File: config.mk
export PLATFORM = sky130hd
export DESIGN_NAME = sv32_page_table_walker
export DESIGN_NICKNAME = d
export VERILOG_FILES = /design/src/rtl/sv32_page_table_walker.sv
export SDC_FILE = /design/constraint.sdc
export NUM_CORES = 1
export LEC_CHECK = 0
export CAP_MARGIN = 25
export CORE_MARGIN = 5
export CORE_UTILIZATION = 42
export CTS_CLUSTER_DIAMETER = 30
export DETAILED_ROUTE_END_ITERATION = 10
export PLACE_DENSITY = 0.81
export SLEW_MARGIN = 10
export SYNTH_ARGS = -nofsm -noshare
export SYNTH_HDL_FRONTEND = slang
export SYNTH_SLANG_ARGS = --single-unit
File: constraint.sdc
create_clock -name clk -period 2.3 [get_ports clk]
set_clock_uncertainty 0.15 [all_clocks]
set_input_delay 0.345 -clock clk [delete_from_list [all_inputs] [get_ports clk]]
set_output_delay 0.345 -clock clk [all_outputs]
set_load 0.01 [all_outputs]
File: src/rtl/sv32_page_table_walker.sv
// Two-level SV32 page-table walker answering instruction-translation walk requests.
// Optional build macro: SV32_PTE_ACCESSED_CHECK_EN (leaf with A=0 is treated as a fault).
module sv32_page_table_walker (
    input  logic        clk,
    input  logic        resetn,
    input  logic        walk_valid,
    output logic        walk_ready,
    input  logic [31:0] address,
    input  logic [31:0] satp,
    output logic [31:0] pte,
    output logic        mem_valid,
    input  logic        mem_ready,
    output logic [33:0] mem_addr,
    input  logic [31:0] mem_rdata
);

    typedef enum logic [1:0] {
        S_IDLE,
        S_L1,
        S_L0,
        S_DONE
    } state_t;

    state_t      state_q, state_d;
    logic [9:0]  vpn0_q, vpn0_d;
    logic        mem_valid_q, mem_valid_d;
    logic [33:0] mem_addr_q, mem_addr_d;
    logic [31:0] pte_q, pte_d;

    logic        p_v, p_r, p_w, p_x;
    logic        bad_perm, is_leaf, a_fault, misaligned;
    logic [21:0] mega_ppn, page_ppn;
    logic [33:0] root_ptr_addr, next_ptr_addr;
    logic        unused_ok;

    // Result is dropped to zero on any fault or when the page lies above 4 GiB.
    function automatic logic [31:0] make_pte(input logic [21:0] ppn,
                                             input logic [9:0]  flags,
                                             input logic        fault);
        if (fault || (ppn[21:20] != 2'b00)) begin
            return 32'h0;
        end
        return {ppn[19:0], 2'b00, flags};
    endfunction

    assign unused_ok = ^{address[11:0], satp[31:22]};

    assign p_v        = mem_rdata[0];
    assign p_r        = mem_rdata[1];
    assign p_w        = mem_rdata[2];
    assign p_x        = mem_rdata[3];
    assign bad_perm   = !p_v || (p_w && !p_r);
    assign is_leaf    = p_r || p_x;
    assign misaligned = (mem_rdata[19:10] != 10'd0);
    assign mega_ppn   = {mem_rdata[31:20], vpn0_q};
    assign page_ppn   = mem_rdata[31:10];

`ifdef SV32_PTE_ACCESSED_CHECK_EN
    assign a_fault = !mem_rdata[6];
`else
    assign a_fault = 1'b0;
`endif

    assign root_ptr_addr = {satp[21:0], 12'h000} + {22'd0, address[31:22], 2'b00};
    assign next_ptr_addr = {page_ppn, 12'h000} + {22'd0, vpn0_q, 2'b00};

    always_comb begin
        state_d     = state_q;
        vpn0_d      = vpn0_q;
        mem_valid_d = mem_valid_q;
        mem_addr_d  = mem_addr_q;
        pte_d       = pte_q;
        case (state_q)
            S_IDLE: begin
                if (walk_valid) begin
                    vpn0_d      = address[21:12];
                    mem_addr_d  = root_ptr_addr;
                    mem_valid_d = 1'b1;
                    state_d     = S_L1;
                end
            end
            S_L1: begin
                if (mem_ready) begin
                    if (bad_perm) begin
                        pte_d       = 32'h0;
                        mem_valid_d = 1'b0;
                        state_d     = S_DONE;
                    end else if (is_leaf) begin
                        pte_d       = make_pte(mega_ppn, mem_rdata[9:0], misaligned || a_fault);
                        mem_valid_d = 1'b0;
                        state_d     = S_DONE;
                    end else begin
                        // Pointer PTE: request stays up, only the address moves.
                        mem_addr_d = next_ptr_addr;
                        state_d    = S_L0;
                    end
                end
            end
            S_L0: begin
                if (mem_ready) begin
                    pte_d       = make_pte(page_ppn, mem_rdata[9:0],
                                           bad_perm || !is_leaf || a_fault);
                    mem_valid_d = 1'b0;
                    state_d     = S_DONE;
                end
            end
            S_DONE: begin
                state_d = S_IDLE;
            end
            default: begin
                state_d = S_IDLE;
            end
        endcase
    end

    always_ff @(posedge clk or negedge resetn) begin
        if (!resetn) begin
            state_q     <= S_IDLE;
            mem_valid_q <= 1'b0;
            mem_addr_q  <= 34'd0;
            pte_q       <= 32'h0;
        end else begin
            state_q     <= state_d;
            mem_valid_q <= mem_valid_d;
            mem_addr_q  <= mem_addr_d;
            pte_q       <= pte_d;
        end
    end

    // VPN0 is pure datapath; it is always rewritten before use.
    always_ff @(posedge clk) begin
        vpn0_q <= vpn0_d;
    end

    assign walk_ready = (state_q == S_DONE);
    assign mem_valid  = mem_valid_q;
    assign mem_addr   = mem_addr_q;
    assign pte        = pte_q;

endmodule

# [After elaboration in Yosys (flattened, before gate mapping)]
# Cells that the tools add are included.
[word_totals] register_bits=79 elab_cells=70 ramBits=0 inputBits=100 mem_bits_ro=0 memories=0 latch_bits=0 output_inout_bits=68
[classes] eq_ne=9 shift=0 mux=34 n_addsub=2 n_div=0 n_mul=0 reduce_logical=20 bitwise_logic=0 n_lt_le_gt_ge=0
[ops] operator="2-to-1 mux 32 bit" n=8
[ops] operator="2-to-1 mux 34 bit" n=4
[ops] operator="adder 34 x 12 -> 34 bit" n=2
[ops] operator="one-hot mux 34 bit (2 select lines)" n=1
[ops] operator="one-hot mux 32 bit (2 select lines)" n=1
[ops] operator="2-to-1 mux 1 bit" n=15
[ops] operator="inequality test 2 bit, second input constant" n=5
[ops] operator="AND reduction 5 bit" n=2
[ops] operator="nonzero test 10 bit" n=1
[ops] operator="one-hot mux 2 bit (4 select lines)" n=1
[ops] operator="2-to-1 mux 2 bit" n=3
[ops] operator="nonzero test 2 bit" n=3
[ops] operator="logical OR 1 bit" n=5
[ops] operator="== test 2 bit, second input constant" n=2
[ops] operator="AND reduction 4 bit" n=1
[ops] operator="zero test 1 bit" n=3
[ops] operator="inequality test 3 bit, second input constant" n=1
[ops] operator="one-hot mux 1 bit (3 select lines)" n=1
[ops] operator="AND reduction 3 bit" n=1
[ops] operator="nonzero test 3 bit" n=1
[ops] operator="== test 2 x 1 -> 1 bit, second input constant" n=1
[ops] operator="zero test 2 bit" n=1
[ops] operator="AND reduction 2 bit" n=1
[ops] operator="logical AND 1 bit" n=1

# [Depth between registers and ports, before layout]
[depth] word_depth=12 ltp_mapped=8 depth_no_buf=6

# [Worst setup path after synthesis]
# OpenSTA, ideal clock, no wires.
[synth_path] kind="reg-to-reg" from="register state_q[0]" to="register pte_q[22] (netlist: pte[22])" path_stages_with_launch=9 t_required_ns=2.046 n_path_buf=2 slack_ns=0.330 arrival_time_ns=1.716 setup_ns=0.104 synth_period_minus_slack_ns=1.970 path_cell_list="dfrtp_1 -> inv_1 -> ha_1 -> buf_2 -> nand2_1 -> a2111oi_2 -> o21ai_1 -> buf_6 -> o41ai_2"
[synth_via] elab_chain_cells=3 word_cells_on_any_way=8 cone_classes="eq/ne (5); mux (1); reduce/logical (2)"
[synth_rtl] element="start: declaration" line_no="24" text="state_t state_q, state_d;"
[synth_rtl] element="start signal: assignment" line_no="123" text="state_q <= state_d;"
[synth_rtl] element="== test 2 x 1 -> 1 bit or == test 2 bit (tied branches)" line_no="73" text="case (state_q)"
[synth_rtl] element="inequality test 3 bit (no line) (tied with other cells)"
[synth_rtl] element="AND reduction 4 bit (no line)"
[synth_rtl] element="end signal: assignment" line_no="126" text="pte_q <= pte_d;"
[synth_rtl] element="end: declaration" line_no="28" text="logic [31:0] pte_q, pte_d;"
# Several ways; a longest one is shown, not always the timed one.
# A chain may end at the register's enable or synchronous reset.

# [Worst setup path after layout]
[layout_path] from="register state_q[0]" to="register pte_q[8] (netlist: pte[8])"
# Same word-level chain as after synthesis.

==> out/qor.csv <==
stage;metric;value;unit
setup_path;critPathKind;register to register;
sta;slew_headroom;46.7;%
setup_path;start_kind;register;
floorplanning;core-area;8640;um2
synthesis;ys_seq_area_share;52.3;%
sta;period_share;91.1;%
floorplanning;fp.dieW;104;um
cells_and_area;area_growth;50.8;%
sta;worst-slew-pin-transition;0.798;ns
global_routing;grt_pass1_vias;3226;
setup_path;crit_chain;inv_1 -> ha_1 -> nand2_1 -> a2111oi_2 -> o21ai_2 -> buf_12 -> o41ai_2;
global_routing;grt_util_all_layers;19.4;%
drt;first_pass_iters;4;
floorplanning;start_util;42.7;%
drt;drc;0;
drt;drt-initial-drc-count;152;
power_and_ir_drop;powerDensity;1170;nW/um2
synthesis;ys_ff_latch;75;
drt;vias;3098;
setup_path;endpoint_kind;register;
global_routing;grt_pass1_wl;17.0;mm
floorplanning;die_area;10700;um2
cells_and_area;design.final.nets;596;
sta;clock.fmax;477;MHz
floorplanning;io_pins;168;
global_routing;antenna_found_initial;0;
sta;slew_violations;0;
setup_path;max_stage_delay;0.43;ns
sta;rsz0062_at_grt;no;
power_and_ir_drop;leakagePower;2.40;nW
sta;hold_ws;0.302;ns
cells_and_area;n_fill_cell;734;
cts;htree_num_levels;3;
cells_and_area;final_core_util;64.3;%
cts;cts_sinks;75;
power_and_ir_drop;ir_worst_vdd;0.000669;V
synthesis;synth_cell_types;33;
place;port_buffers;141;
synthesis;netlist_instances;337;
cts;clkTransAtPathRegs;0.09;ns
sta;timing.final.crit_period;2.09;ns
sta;final.setup.tns;0;ns
global_routing;gr-total-overflow;0;
cells_and_area;layout-drive-gt1-share;13.7;%
floorplanning;fp-row-count;34;
place;dp_hpwl;8.14;mm
sta;setup_viol;0;
power_and_ir_drop;power;0.00649;W
cts;clock_latency;0.35;ns
cells_and_area;diodes;0;
cts;cts_made_buffers;9;
cells_and_area;stdcell_count;604;
cts;clockBufferDepth;2;
flow_run;cap_viol_max_count;0;
sta;timing.final.hold_violations;0;
setup_path;cp_max_fo;20;
setup_path;cp.arrival;2.19;ns
synthesis;synth_area_per_cell;10.9;um2
drt;antenna_left;0;
place;routabilityCongestion;0.868;
drt;post_drt_wl_per_cell;17.3;um
synthesis;yosysWarnings;0;
synthesis;netlist_area;3680;um2
drt;vias_per_cell;5.13;
global_routing;grt_max_degree;37;
setup_path;crit_slowest_cell;dfrtp_1;
cts;clockRootBuffer;clkbuf_8;
floorplanning;dieHeight;104;um
worst_hold_path;hold_class;input port to async pin;
cts;tritoncts;done;
drt;wl;10.5;mm
status;status;completed;
place;placed_cells;587;
setup_path;required;2.39;ns
cts;cts_setup_buffers;0;
synthesized netlist by cell type:
cell type	number	share of area, %
o21ai_0	2	0.27
edfxtp_1	10	8.2
nor2_1	12	1.2
o31ai_2	3	1.0
buf_4	5	1.0
a2111oi_2	1	0.41
and3b_1	1	0.24
nor3_1	2	0.27
a41oi_2	1	0.44
o21ai_1	35	4.8
dfrtp_1	65	44
a21oi_4	1	0.44
buf_6	4	1.2
nor2b_1	3	0.51
o41ai_2	16	7.1
nand2_1	54	5.5
and2_1	2	0.34
ha_1	5	1.7
nor4_1	2	0.34
o31ai_1	3	0.61
a21oi_1	21	2.9
and4_1	1	0.24
mux2_2	1	0.31
a21o_1	1	0.20
nand2b_1	2	0.34
clkbuf_1	8	0.82
conb_1	1	0.10
nor4b_4	1	0.65
inv_1	21	2.1
buf_2	10	1.4
o41ai_1	1	0.24
nand4b_1	10	2.4
mux2i_1	32	8.7
cells in the final DEF, fill, tap and decap left out, types with 3 or more instances in the layout:
cell type        count
ha_1                 4
clkbuf_8             9
edfxtp_1            10
buf_4               20
conb_1               4
o31ai_1              3
nor2_1              12
buf_12               5
nand2_1             54
a21oi_1             20
nand4b_1            10
o31ai_2              3
clkdlybuf4s50_1    140
mux2i_1             32
dfrtp_1             65
inv_1               21
nor2b_1              3
o41ai_2             16
o21ai_1             34
where the power goes:
part / switching (W) / internal [W]
logic: 0.00157 / 0.00170
registers: 0.000301 / 0.00189
clock network: 0.000528 / 0.000507
total: 0.00240 / 0.00409
layout make-up:
class	count	area, um2	area share, %
multi-input cells	217	1550	27.9
inverters	21	78.8	1.42
well taps	108	135	2.43
flip-flops and latches	75	1930	34.7
clock inverters	7	75.1	1.35
repair buffers	167	1670	30.0
clock buffers	9	124	2.23
registers in the layout, summed over array words and instances, names as in the netlist:
signal,count
mem_valid,1
vpn0_q,10
mem_addr,32
pte,30
state_q,2
final timing paths:
kind                                     end  cells after the start       start  slack, ns
worst max-delay path                  pte[8]                      7  state_q[0]       0.21
worst min-delay path             mem_addr[5]                      2      resetn       0.30
worst max register to register        pte[8]                      7  state_q[0]       0.21
worst min register to register       pte[29]                      2     pte[29]       0.33
max in group asynchronous       mem_addr[30]                      3      resetn       1.10
min in group clk                     pte[29]                      2     pte[29]       0.33
cells by family (layout without fill, tap and decap cells):
| group | count (synthesis) | after routing | share of synthesized area, % |
|---|---|---|---|
| DFF | 75 | 75 | 52.3 |
| AOI/OAI and AO/OA | 85 | 85 | 18.3 |
| muxes | 33 | 33 | 9.00 |
| and+or+nand+nor | 90 | 90 | 12.0 |
| buffers and inverters | 48 | 204 | 6.56 |
| adders and majority gates | 5 | 5 | 1.70 |
| other | 1 | 4 | 0.102 |
worst max-delay path, delay by kind of cell, from the launching register on:
kind                       cells  cell delay, ns
AOI/OAI and AO/OA              3            0.77
adders and majority gates      1            0.24
and+or+nand+nor                1            0.08
buffers and inverters          2            0.31
DFF                            1            0.43
timing repair:
action,CTS,global route
endpoints found under the hold margin,12,0
hold buffers,1,0
gates resized for setup,0,1
endpoints found under the setup margin,0,10
metal layers:
layer	vias to the layer above	part of all wire, %	track usage (%)
met3	22	4.2	2.99
met2	99	49	31.9
met1	1487	43	25.2
met4	0	3.1	8.97
met5	-	0	0
li1	1490	-	-
through the flow:
| stage | instance area, um2 | setup WS (ns) |
|---|---|---|
| 2_1_floorplan | 3690 | 0.330 |
| 3_3_place_gp | 5340 | -0.0334 |
| 3_5_place_dp | 5340 | -0.0937 |
| 4_1_cts | 5550 | 0.0520 |
| 5_1_grt | 5550 | 0.0562 |
| 6_report | 5550 | 0.205 |
Note: power is estimated with default switching activity, not from simulation.
